### src/rtl/rr_stream_mux_pkg.sv
// rr_stream_mux_pkg: shared constants and helpers for the N:1 stream mux.
//   MODE_FIXED / MODE_RR : values of the runtime arbitration mode input
//   wrap_inc()           : channel index increment with wrap to 0
package rr_stream_mux_pkg;

  localparam logic MODE_FIXED = 1'b0;
  localparam logic MODE_RR    = 1'b1;

  // Next channel index, wrapping from n-1 back to 0.
  function automatic int unsigned wrap_inc(input int unsigned idx, input int unsigned n);
    return (idx + 1 >= n) ? 0 : idx + 1;
  endfunction

endpackage

### src/rtl/rr_arbiter.sv
// rr_arbiter: fixed-priority / round-robin arbiter for rr_stream_mux.
//   clk, rst_n : clock, async active-low reset
//   req        : per-channel request (in_valid)
//   mode       : MODE_FIXED (lowest index wins) or MODE_RR
//   advance    : a beat is transferred on the granted channel this cycle
//   last       : per-channel end-of-packet (only with RR_STREAM_MUX_LAST_LOCK_EN)
//   grant      : one-hot grant, all-zero when no request
//   grant_idx  : binary index of the granted channel
// Owns the round-robin pointer and, with RR_STREAM_MUX_LAST_LOCK_EN defined,
// the packet lock that pins the grant to one channel until its last beat.
module rr_arbiter
  import rr_stream_mux_pkg::*;
#(
  parameter  int NUM_CH = 4,
  localparam int CH_W   = $clog2(NUM_CH)
) (
  input  logic              clk,
  input  logic              rst_n,
  input  logic [NUM_CH-1:0] req,
  input  logic              mode,
  input  logic              advance,
`ifdef RR_STREAM_MUX_LAST_LOCK_EN
  input  logic [NUM_CH-1:0] last,
`endif
  output logic [NUM_CH-1:0] grant,
  output logic [CH_W-1:0]   grant_idx
);

  logic [CH_W-1:0] r_last_grant;
  logic            w_found;
  int unsigned     w_idx;

`ifdef RR_STREAM_MUX_LAST_LOCK_EN
  logic            r_locked;
  logic [CH_W-1:0] r_lock_ch;
`endif

  always_comb begin
    grant     = '0;
    grant_idx = '0;
    w_found   = 1'b0;
    w_idx     = 0;
    if (mode == MODE_RR) begin
      // Search starts one past the last winner and wraps.
      w_idx = 32'(r_last_grant);
      for (int k = 0; k < NUM_CH; k++) begin
        w_idx = wrap_inc(w_idx, NUM_CH);
        if (!w_found && req[CH_W'(w_idx)]) begin
          w_found   = 1'b1;
          grant_idx = CH_W'(w_idx);
        end
      end
    end else begin
      // Descending scan so the lowest valid index is written last.
      for (int k = NUM_CH - 1; k >= 0; k--) begin
        if (req[k]) begin
          w_found   = 1'b1;
          grant_idx = CH_W'(k);
        end
      end
    end
`ifdef RR_STREAM_MUX_LAST_LOCK_EN
    // Mid-packet: only the locked channel may proceed, regardless of mode.
    if (r_locked) begin
      w_found   = req[r_lock_ch];
      grant_idx = r_lock_ch;
    end
`endif
    if (w_found) grant[grant_idx] = 1'b1;
  end

  always_ff @(posedge clk or negedge rst_n) begin
    if (!rst_n) begin
      r_last_grant <= CH_W'(NUM_CH - 1);
`ifdef RR_STREAM_MUX_LAST_LOCK_EN
      r_locked     <= 1'b0;
      r_lock_ch    <= '0;
`endif
    end else if (advance) begin
      if (mode == MODE_RR) r_last_grant <= grant_idx;
`ifdef RR_STREAM_MUX_LAST_LOCK_EN
      r_locked  <= !last[grant_idx];
      r_lock_ch <= grant_idx;
`endif
    end
  end

endmodule

### src/rtl/rr_stream_mux.sv
// rr_stream_mux: N:1 valid/ready stream multiplexer with a registered output.
//   clk, rst_n       : clock, async active-low reset
//   mode             : 0 = fixed priority (lowest index), 1 = round-robin
//   in_valid/in_data : NUM_CH input streams, channel i at in_data[i*DATA_W +: DATA_W]
//   in_ready         : per-channel ready, at most one set
//   out_valid/out_data/out_ch : registered output beat and its source channel
//   out_ready        : consumer ready
// Optional macro RR_STREAM_MUX_LAST_LOCK_EN adds in_last/out_last and keeps
// a channel granted from its first beat until the beat carrying in_last.
module rr_stream_mux
  import rr_stream_mux_pkg::*;
#(
  parameter  int NUM_CH = 4,
  parameter  int DATA_W = 8,
  localparam int CH_W   = $clog2(NUM_CH)
) (
  input  logic                     clk,
  input  logic                     rst_n,
  input  logic                     mode,
  input  logic [NUM_CH-1:0]        in_valid,
  input  logic [NUM_CH*DATA_W-1:0] in_data,
`ifdef RR_STREAM_MUX_LAST_LOCK_EN
  input  logic [NUM_CH-1:0]        in_last,
`endif
  output logic [NUM_CH-1:0]        in_ready,
  output logic                     out_valid,
  output logic [DATA_W-1:0]        out_data,
  output logic [CH_W-1:0]          out_ch,
`ifdef RR_STREAM_MUX_LAST_LOCK_EN
  output logic                     out_last,
`endif
  input  logic                     out_ready
);

  logic              r_out_valid;
  logic [DATA_W-1:0] r_out_data;
  logic [CH_W-1:0]   r_out_ch;
  logic              w_load_en;
  logic              w_advance;
  logic [NUM_CH-1:0] w_grant;
  logic [CH_W-1:0]   w_grant_idx;

  // Output register can take a beat when empty or draining this cycle.
  assign w_load_en = !r_out_valid || out_ready;
  assign w_advance = (|w_grant) && w_load_en;
  assign in_ready  = w_grant & {NUM_CH{w_load_en}};

  rr_arbiter #(.NUM_CH(NUM_CH)) u_arb (
    .clk       (clk),
    .rst_n     (rst_n),
    .req       (in_valid),
    .mode      (mode),
    .advance   (w_advance),
`ifdef RR_STREAM_MUX_LAST_LOCK_EN
    .last      (in_last),
`endif
    .grant     (w_grant),
    .grant_idx (w_grant_idx)
  );

`ifdef RR_STREAM_MUX_LAST_LOCK_EN
  logic r_out_last;
  assign out_last = r_out_last;

  always_ff @(posedge clk or negedge rst_n) begin
    if (!rst_n)         r_out_last <= 1'b0;
    else if (w_advance) r_out_last <= in_last[w_grant_idx];
  end
`endif

  always_ff @(posedge clk or negedge rst_n) begin
    if (!rst_n) begin
      r_out_valid <= 1'b0;
      r_out_data  <= '0;
      r_out_ch    <= '0;
    end else if (w_load_en) begin
      // With no grant the register empties; data/ch keep their last values.
      r_out_valid <= |w_grant;
      if (|w_grant) begin
        r_out_data <= in_data[w_grant_idx*DATA_W +: DATA_W];
        r_out_ch   <= w_grant_idx;
      end
    end
  end

  assign out_valid = r_out_valid;
  assign out_data  = r_out_data;
  assign out_ch    = r_out_ch;

endmodule

### config.mk
export PLATFORM = sky130hd
export DESIGN_NAME = rr_stream_mux
export DESIGN_NICKNAME = d
export VERILOG_FILES = /design/src/rtl/rr_stream_mux_pkg.sv /design/src/rtl/rr_arbiter.sv /design/src/rtl/rr_stream_mux.sv
export SDC_FILE = /design/constraint.sdc
export NUM_CORES = 1
export LEC_CHECK = 0
export BUFFER_PORTS_ARGS = -buffer_cell sky130_fd_sc_hd__buf_2
export CORE_ASPECT_RATIO = 1.1
export CORE_MARGIN = 5
export CORE_UTILIZATION = 45
export DETAILED_ROUTE_END_ITERATION = 8
export HOLD_SLACK_MARGIN = 0.02
export PLACE_DENSITY_LB_ADDON = 0.3
export SYNTH_ARGS = -nofsm -noshare
export SYNTH_HDL_FRONTEND = slang
export SYNTH_SLANG_ARGS = --single-unit
### constraint.sdc
create_clock -name clk -period 5.4 [get_ports clk]
set_input_delay 0.81 -clock clk [delete_from_list [all_inputs] [get_ports clk]]
set_output_delay 0.81 -clock clk [all_outputs]
set_load 0.02 [all_outputs]
==> run metrics, run 1 <==
CP required=4.59 ns; syn_area_per_cell=9.58 um2; DR vias/cell=5.47; reg-to-reg slack, setup=2.17 ns; Tcrit/Tclk final=78.2%; clk root buf=clkbuf_4; FMAX=237 MHz; Pint=413 uW; Hold Slack=0.409 ns; first-pass GRT wire length=4950 um; clock share of power=7.4%; Final Hold Fails=0; Port Buffers=54; Worst Reg-to-Reg Cells=9; Inserted Diodes=0; Clock Tree Buf Depth=2; Ys Warns=0; fillcell total=261; Comb pwr share=about two thirds; RSZ-0062 raised after global routing=no; layout cells sized above 1=42.4%; CTS tree=yes; PwrDens=525 nW/um2; EDFF count, synth=0; IO Count=between 50 and 60; asr flop ratio synth=100%; peak per-stage delay on the critical path=0.72 ns; Setup-failing EPs final=0; Setup TNS=0 ns; die area=3790 um2; H-tree depth=1; critical path startpoint=u_arb.r_last_grant[0]; most frequent cells in the layout=54 x buf_2, 21 x mux2i_1, 16 x nand2_1; Critical Path End Type=primary output; Synth Net Count=around 170; Critical Path AT=3.41 ns; antenna violations before repair=0; flip-flop and latch count after synthesis=13; GRT Total Usage=16.3%; slowest CP cell=dfstp_2; switch share=47.4%; synthesis-to-finish area growth=24.9%; CTS Sinks=13; Synth Flop Type=dfrtp_1; Reg power frac=24.0%; WL per Instance=14.1 um; vias in the first global route=1,195; Max FO, Critical Path=15; crit start category=flip-flop; gr ovfl total=0; postcts setup bufs=0; drt drc=0; Site Rows=19; Reg-to-Reg Start=u_arb.r_last_grant[0]; WS Path Type=reg -> out; Detailed Route WL=2930 um; First-pass DRT Iterations=4; post-synthesis sequential area ratio=27.4%; Clock Skews=just over 0.0008 ns; Rel. slew slack=67.1%; DRT antenna net count=0; largest net degree at the start of global routing=21; Final #Nets=224; Die H=64.1 um; Slew Viols, Final=0; Hold Crit Class=in -> async; minimum clock period=4.22 ns; Cells after Synth=125; post-synth cell types=39; VDD IR max=0.000268 V; PostCTS Resize Cnt=0; HPWL after DPL=2440 um; max-cap viol count=0; Cell Chain, Critical Path=inv_1 -> ha_1 -> o21ba_2 -> or4_1 -> a21o_1 -> nor3_1 -> o32a_2 -> nand2b_1 -> nor2_1 -> buf_2; most common cell after layout, fill and taps aside=buf_2; vias post-DR=1,138; Worst-path clk slew=0.08 ns; Core Box Area=2520 um2; Skew-Pair Late Insertion Delay=between 0.2 and 0.3 ns; status=finished, final reports clean; Num CTS Buffers=3; hold_buf cts=0; gpl congestion=about 0.84; die width=59.2 um; synthesized area=1200 um2; DR iter-0 viols=36; Leakage Power=~0.73 nW; worst slew pin tran=0.494 ns; starting density of the core=47.5%; Switch Pwr=around 370 uW
-- cell usage after synthesis (2+ instances only) --
master     n  share of area (%)
mux2i_1   21                 18
nand2_1   16                5.0
dfrtp_1   11                 23
nor2_1     7                2.2
ha_1       6                6.3
o221ai_2   6                7.5
nor3_1     4                1.7
o21bai_1   4                2.5
a21oi_1    3                1.3
buf_2      3                1.3
mux2_2     3                2.8
nand2b_1   3                1.6
nor2b_1    3                1.6
and3_1     2                1.0
buf_4      2                1.3
dfstp_2    2                4.4
inv_1      2               0.63
mux2_1     2                1.9
nand4_1    2                1.0
o21ai_0    2               0.84
o221ai_1   2                1.5
o22ai_1    2                1.0
-- registers in the layout, summed over array words and instances (netlist names) --
register	flops
out_data	8
out_valid	1
out_ch	2
u_arb.r_last_grant	2
-- through the flow --
step,setup WS (ns),area [um2],power (mW),std cells,util [%]
2_1_floorplan,1.77,1200,0.608,125,-
3_3_place_gp,1.57,1470,0.714,204,58.3
3_5_place_dp,1.46,1470,0.730,204,58.3
4_1_cts,1.16,1500,0.793,208,59.3
5_1_grt,0.896,1500,0.847,208,59.3
6_report,1.18,1500,0.786,208,59.3
-- critical path: cells and delay by family (launching register included) --
family / cells / cell delay, ns
compound gates: 3 / 0.64
fa+ha+maj: 1 / 0.25
buf+inv: 2 / 0.35
flops: 1 / 0.72
simple gates: 4 / 1.18
-- metal layers --
| layer | vias to the layer above | global-route usage [%] | routed length [um] |
|---|---|---|---|
| met5 | - | 0 | 0 |
| li1 | 571 | - | - |
| met4 | 0 | 6.80 | 49 |
| met3 | 6 | 2.01 | 172 |
| met1 | 518 | 19.1 | 1250 |
| met2 | 43 | 29.0 | 1450 |
-- cells by family after synthesis --
| family | count (synthesis) | synth area share, % |
|---|---|---|
| AOI/OAI and AO/OA | 25 | 19.2 |
| buffers and inverters | 10 | 4.70 |
| DFF | 13 | 27.4 |
| muxes | 27 | 24.1 |
| and+or+nand+nor | 44 | 18.3 |
| adders and majority gates | 6 | 6.27 |
-- path summary, 6_finish.rpt --
| check | to |
|---|---|
| worst max-delay path | in_ready[0] |
| worst min-delay path | out_valid |
| worst max register to register | out_data[1] |
| worst min register to register | out_ch[1] |
| max in group asynchronous | u_arb.r_last_grant[1] |
| min in group clk | out_ch[1] |
-- layout make-up --
class	instances	area [um2]	share of cell area, %
clock buffers	4	26.3	1.76
inverters	3	11.3	0.753
multi-input cells	102	813	54.4
flip-flops and latches	13	328	21.9
well taps	31	38.8	2.59
repair buffers	55	278	18.6
-- power by group through the flow --
stage | sequential (mW) | combinational [mW] | clock (mW)
3_5_place_dp | 0.189 | 0.542 | 0
2_1_floorplan | 0.222 | 0.386 | 0
4_1_cts | 0.189 | 0.543 | 0.0611
5_1_grt | 0.195 | 0.586 | 0.0655
3_3_place_gp | 0.188 | 0.526 | 0
6_report | 0.188 | 0.539 | 0.0579
Power figures use the tool's default switching activity.
==> run 2, diff against run 1 <==
ABC_AREA = 1   (was default)
CORE_UTILIZATION = 44   (was 45)
clock period = 3.4 ns   (was 5.4 ns; I/O delays follow)
==> run 2 against run 1 <==
Effect of this change: die area up 16%; worst setup slack lost 0.94 ns; first-iteration DRC count up 44%; total power up 100%; via count increased by 30%.
==> run metrics, run 2 <==
status=finished, final reports clean; largest net degree at the start of global routing=20; HPWL after DPL=2910 um; Pint=slightly below 700 uW; Adder-Cell Fraction of Synth Area=5.36%; CP required=2.89 ns; Setup TNS=0 ns; count leader, synth=nand2_1; Skew-Pair Late Insertion Delay=0.27 ns; die width=63.8 um; DR vias/cell=between 4 and 5; first-pass GRT wire length=5980 um; layout cells sized above 1=31.5%; most common cell after layout, fill and taps aside=nand2_1; GRT Total Usage=16.0%; Synth Net Count=267; final non-filler cell area=around 1700 um2; DRT antenna net count=0; most frequent cells after synthesis=65 x nand2_1, 38 x inv_1, 37 x nand3_1, 14 x nand2_2, 14 x nor2_1; Synth Flop Type=dfrtp_1; RSZ-0062 raised after global routing=no; DR iter-0 viols=52; register area=328 um2; simple-gate share of the synthesized area=54.2%; Ys Warns=0; post-synth cell types=25; Cell Chain, Critical Path=inv_2 -> ha_1 -> inv_1 -> nand3_1 -> o21ai_1 -> nor3_2 -> nand4_1 -> nand3_4 -> inv_4 -> nand2_2 -> nor2_1 -> buf_2; main combinational cell family by area after synthesis=simple AND/OR/NAND/NOR gates; placed insts=306; max-cap viol count=0; die area=4410 um2; dpl cell area=1670 um2; Num CTS Buffers=3; asr flop ratio synth=100%; Comb pwr share=~76%; FMAX=317 MHz; CTS tree=yes; mux share of post-synthesis cell area=0%; Die H=69.2 um; Clock Skews=0.000987 ns; vias post-DR=1,485; gpl congestion=0.891; IO Count=between 50 and 60; clk root buf=clkbuf_4; switch share=between 50% and 60%; vias in the first global route=1,384; antenna violations before repair=0; slowest CP cell=dfstp_2; Detailed Route WL=3360 um; Max FO, Critical Path=17; syn_area_per_cell=about 6.3 um2; dominant cells by area after synthesis=dfrtp_1 20%, nand2_1 17%, nand3_1 13%, inv_1 10%, nand2_2 6.3%; most frequent cells in the layout=65 x nand2_1, 54 x buf_2, 38 x inv_1; drt drc=0; crit start category=flip-flop; Setup-failing EPs final=0; Switch Pwr=888 uW; synthesized area=1400 um2; Port Buffers=54; Reg power frac=18.7%; Slew Viols, Final=0; gr ovfl total=0; minimum clock period=3.16 ns; Yosys top cell by area=dfrtp_1; peak per-stage delay on the critical path=0.61 ns; PwrDens=921 nW/um2; Site Rows=21; complex-gate fraction of the synthesized area=between 3 and 4%; Hold Crit Class=in -> async; Critical Path AT=2.65 ns; reg-to-reg slack, setup=0.95 ns; synthesis-to-finish area growth=22.3%; Worst-path clk slew=roughly 0.07 ns; worst path buffer plus inverter count=4; top-area cell type share of the netlist area=19.7%; WS Path Type=reg -> out; final non-filler cell total=310; EDFF count, synth=0; Multi-input gate area=between 800 and 900 um2; H-tree depth=1; Core Box Area=3050 um2; Largest register FFs=8; Leakage Power=1.02 nW; Clock Tree Buf Depth=2; Critical Path End Type=primary output; VDD IR max=0.000506 V; clock share of power=5.8%; starting density of the core=a little under half; Cells after Synth=221; First-pass DRT Iterations=4; Rel. slew slack=between 70 and 80%; post-synthesis sequential area ratio=23.4%; worst slew pin tran=0.314 ns; flip-flop and latch count after synthesis=13; Inserted Diodes=0; Post-Synth XOR/XNOR Area=0%; WL per Instance=between 10 and 15 um; Tcrit/Tclk final=92.9%; fillcell total=329; CTS Sinks=13; Final #Nets=323; Final Hold Fails=0; delay-heaviest family, CP=simple AND/OR/NAND/NOR gates
run 2: per-stage QoR:
step	setup slack [ns]	hold slack, ns	total power [mW]	utilization, %
floorplan	0.505	0.214	1.26	-
global placement	0.583	0.406	1.47	54.9
detailed placement	0.500	0.406	1.49	54.9
CTS	0.202	0.115	1.58	55.8
global route	0.0228	0.121	1.77	56.2
finish	0.243	0.108	1.58	56.2
run 2: cell type report:
class	instances	share of cell area, %
Timing Repair Buffer	54	15.8
Sequential cell	13	19.2
Multi-Input combinational cell	164	51.9
Clock buffer	4	1.54
Inverter	41	9.14
Tap cell	34	2.49
run 2: cell families (layout without fill, tap and decap cells):
logic type               Yosys count  count (layout)
buffers and inverters             44              99
adder cells (fa/ha/maj)            6               6
AO/OA/AOI/OAI                      9               9
AND/OR/NAND/NOR                  149             149
flip-flops                        13              13
run 2: path summary, 6_finish.rpt:
kind / from / to / cells past startpoint
worst max-delay path: u_arb.r_last_grant[0] / in_ready[3] / 12
worst min-delay path: rst_n / out_data[6] / 1
worst max register to register: u_arb.r_last_grant[0] / out_data[0] / 11
worst min register to register: out_data[2] / out_data[2] / 2
max in group asynchronous: rst_n / u_arb.r_last_grant[0] / 1
min in group clk: out_data[2] / out_data[2] / 2
run 2: repair_timing:
action,CTS,global route
hold buffers,0,0
setup endpoints to repair,0,1
buffers inserted,0,0
resized for setup,0,2
run 2: power groups by stage:
| stage | registers, mW | clock network (mW) | logic (mW) |
|---|---|---|---|
| finish | 0.295 | 0.0908 | 1.19 |
| global route | 0.306 | 0.0996 | 1.36 |
| floorplan | 0.368 | 0 | 0.894 |
| CTS | 0.295 | 0.0926 | 1.19 |
| global placement | 0.298 | 0 | 1.17 |
| detailed placement | 0.297 | 0 | 1.19 |
run 2: metal layers:
layer	vias up	track usage (%)	part of all wire, %
met2	35	28.2	51
met1	647	19.0	41
li1	795	-	-
met5	-	0	0
met3	8	2.76	6.0
met4	0	5.77	2.0
==> run 3, diff against run 2 <==
CORE_UTILIZATION = 45   (was 44)
CTS_BUF_LIST = sky130_fd_sc_hd__clkbuf_8   (was default)
clock period = 2.6 ns   (was 3.4 ns; I/O delays follow)
==> run 3 against run 2 <==
Effect of this change: the run now ends with setup timing left; combinational power is 94% higher; die area down 1.9%; cell count grew 7.4%; non-clock buffer count grew 23; clock skew hardly changed; routed wire length rose by 34%; worst hold slack worse by 0.087 ns.
==> run metrics, run 3 (same netlist as run 2, synthesis figures left out) <==
GRT Total Usage=between 10% and 20%; CTS Sinks=13; Max FO, Critical Path=4; final non-filler cell total=roughly 330; VDD IR max=0.000865 V; drt drc=0; Critical Path End Type=primary output; fillcell total=about 250; Cell Chain, Critical Path=inv_2 -> ha_4 -> nor2_4 -> nor2_4 -> nand2_2 -> nand2_4 -> nor3_4 -> nand3_2 -> buf_4 -> nand2_1 -> nand2_1 -> nand2_4 -> nor3_2 -> buf_4; status=finished with violations; Tcrit/Tclk final=104%; worst slew pin tran=0.292 ns; CTS tree=yes; gpl congestion=0.891; DR vias/cell=5.01; Inserted Diodes=0; Largest register FFs=8; H-tree depth=1; Rel. slew slack=80.5%; Setup-failing EPs final=4; max-cap viol count=0; synthesis-to-finish area growth=49.5%; Setup TNS=-0.298 ns; WL per Instance=13.5 um; Skew-Pair Late Insertion Delay=around 0.24 ns; crit start category=flip-flop; Slew Viols, Final=0; Hold Crit Class=in -> async; gr ovfl total=0; vias post-DR=about 1,700; DRT antenna net count=0; Hold Slack=0.0216 ns; failing checks=setup timing; First-pass DRT Iterations=4; hold_buf cts=0; first-pass GRT wire length=6530 um; placed insts=313; clk root buf=clkbuf_8; vias in the first global route=between 1,500 and 2,000; die area=roughly 4300 um2; Final Hold Fails=0; minimum clock period=2.69 ns; Leakage Power=1.18 nW; FMAX=371 MHz; RSZ-0062 raised after global routing=yes; most common cell after layout, fill and taps aside=nand2_1; Port Buffers=54; Die H=68.5 um; slowest CP cell=dfstp_2; Setup WS post-layout=-0.0937 ns; starting density of the core=46.3%; IO Count=55; Clock Tree Buf Depth=2; Critical Path AT=2.30 ns; HPWL after DPL=2980 um; antenna violations before repair=0; PwrDens=about 1400 nW/um2; layout cells sized above 1=approximately 47%; WS Path Type=reg -> out; DR iter-0 viols=58; Worst-path clk slew=0.06 ns; Clock Skews=0.000914 ns; peak per-stage delay on the critical path=0.54 ns; most frequent cells in the layout=60 x nand2_1, 50 x buf_2, 37 x inv_1; Detailed Route WL=4490 um; Num CTS Buffers=3; Core Box Area=3020 um2; Site Rows=21; die width=63.2 um; Final #Nets=346; largest net degree at the start of global routing=20; CP required=2.21 ns
-- run 3: cell count changes in the layout (fill, tap and decap cells not counted), moves of 5 or more --
cell and delta:
buf_4 +23, nand2_1 -5, nand3_1 -8, nand3_2 +8, nor2_1 -6
-- run 3: cell type report --
type / count / area [um2] / share of cell area (%)
Clock inverter: 1 / 3.75 / 0.179
Timing Repair Buffer: 77 / 468 / 22.4
Clock buffer: 3 / 41.3 / 1.97
Multi-Input combinational cell: 164 / 1050 / 50.1
Inverter: 41 / 160 / 7.65
Sequential cell: 13 / 328 / 15.7
Tap cell: 34 / 42.5 / 2.03
-- run 3: worst paths after layout --
| check | cells after the start | slack (ns) | to | from |
|---|---|---|---|---|
| max | 14 | -0.09 | in_ready[0] | u_arb.r_last_grant[1] |
| min | 1 | 0.02 | out_data[1] | rst_n |
| max reg2reg | 19 | 0.03 | out_data[6] | u_arb.r_last_grant[0] |
| min reg2reg | 2 | 0.49 | out_ch[1] | out_ch[1] |
| max in group asynchronous | 1 | 2.30 | u_arb.r_last_grant[1] | rst_n |
| min in group clk | 4 | 0.45 | out_data[1] | in_data[25] |
-- run 3: power by group --
part           switching, mW  leakage (nW)  internal (mW)
Clock                 0.0764        0.0269          0.104
Combinational           1.39          1.00          0.914
Sequential            0.0621         0.152          0.315
Total                   1.53          1.18           1.33
-- run 3: critical path: cells and delay by family, from the launching register on --
family                     cells  cell delay (ns)
and+or+nand+nor               10             0.96
buffers and inverters          3             0.38
DFF                            1             0.54
adders and majority gates      1             0.18
-- run 3: what timing repair did --
item	4_1_cts	5_1_grt
resized for setup	28	23
pin swaps	14	14
gates cloned	0	0
endpoints found under the setup margin	4	4
buffers inserted	12	4
-- run 3: per-stage QoR --
step | worst slack (ns) | cell area (um2) | total power [mW] | utilization [%]
after global routing | -0.205 | 2090 | 3.08 | 69.3
after global placement | 0.0694 | 1740 | 2.02 | 57.5
after CTS | -0.00169 | 1970 | 2.54 | 65.3
after detailed placement | 0.0352 | 1740 | 2.04 | 57.5
after floorplan | -0.0447 | 1410 | 1.66 | -
final | -0.0937 | 2090 | 2.87 | 69.3
-- run 3: per-layer routing --
metal / GRT usage [%] / routed length, um / vias to the layer above
li1: - / - / 840
met4: 5.71 / 56 / 0
met2: 36.9 / 2590 / 55
met3: 1.62 / 213 / 4
met1: 21.1 / 1640 / 770
met5: 0 / 0 / -
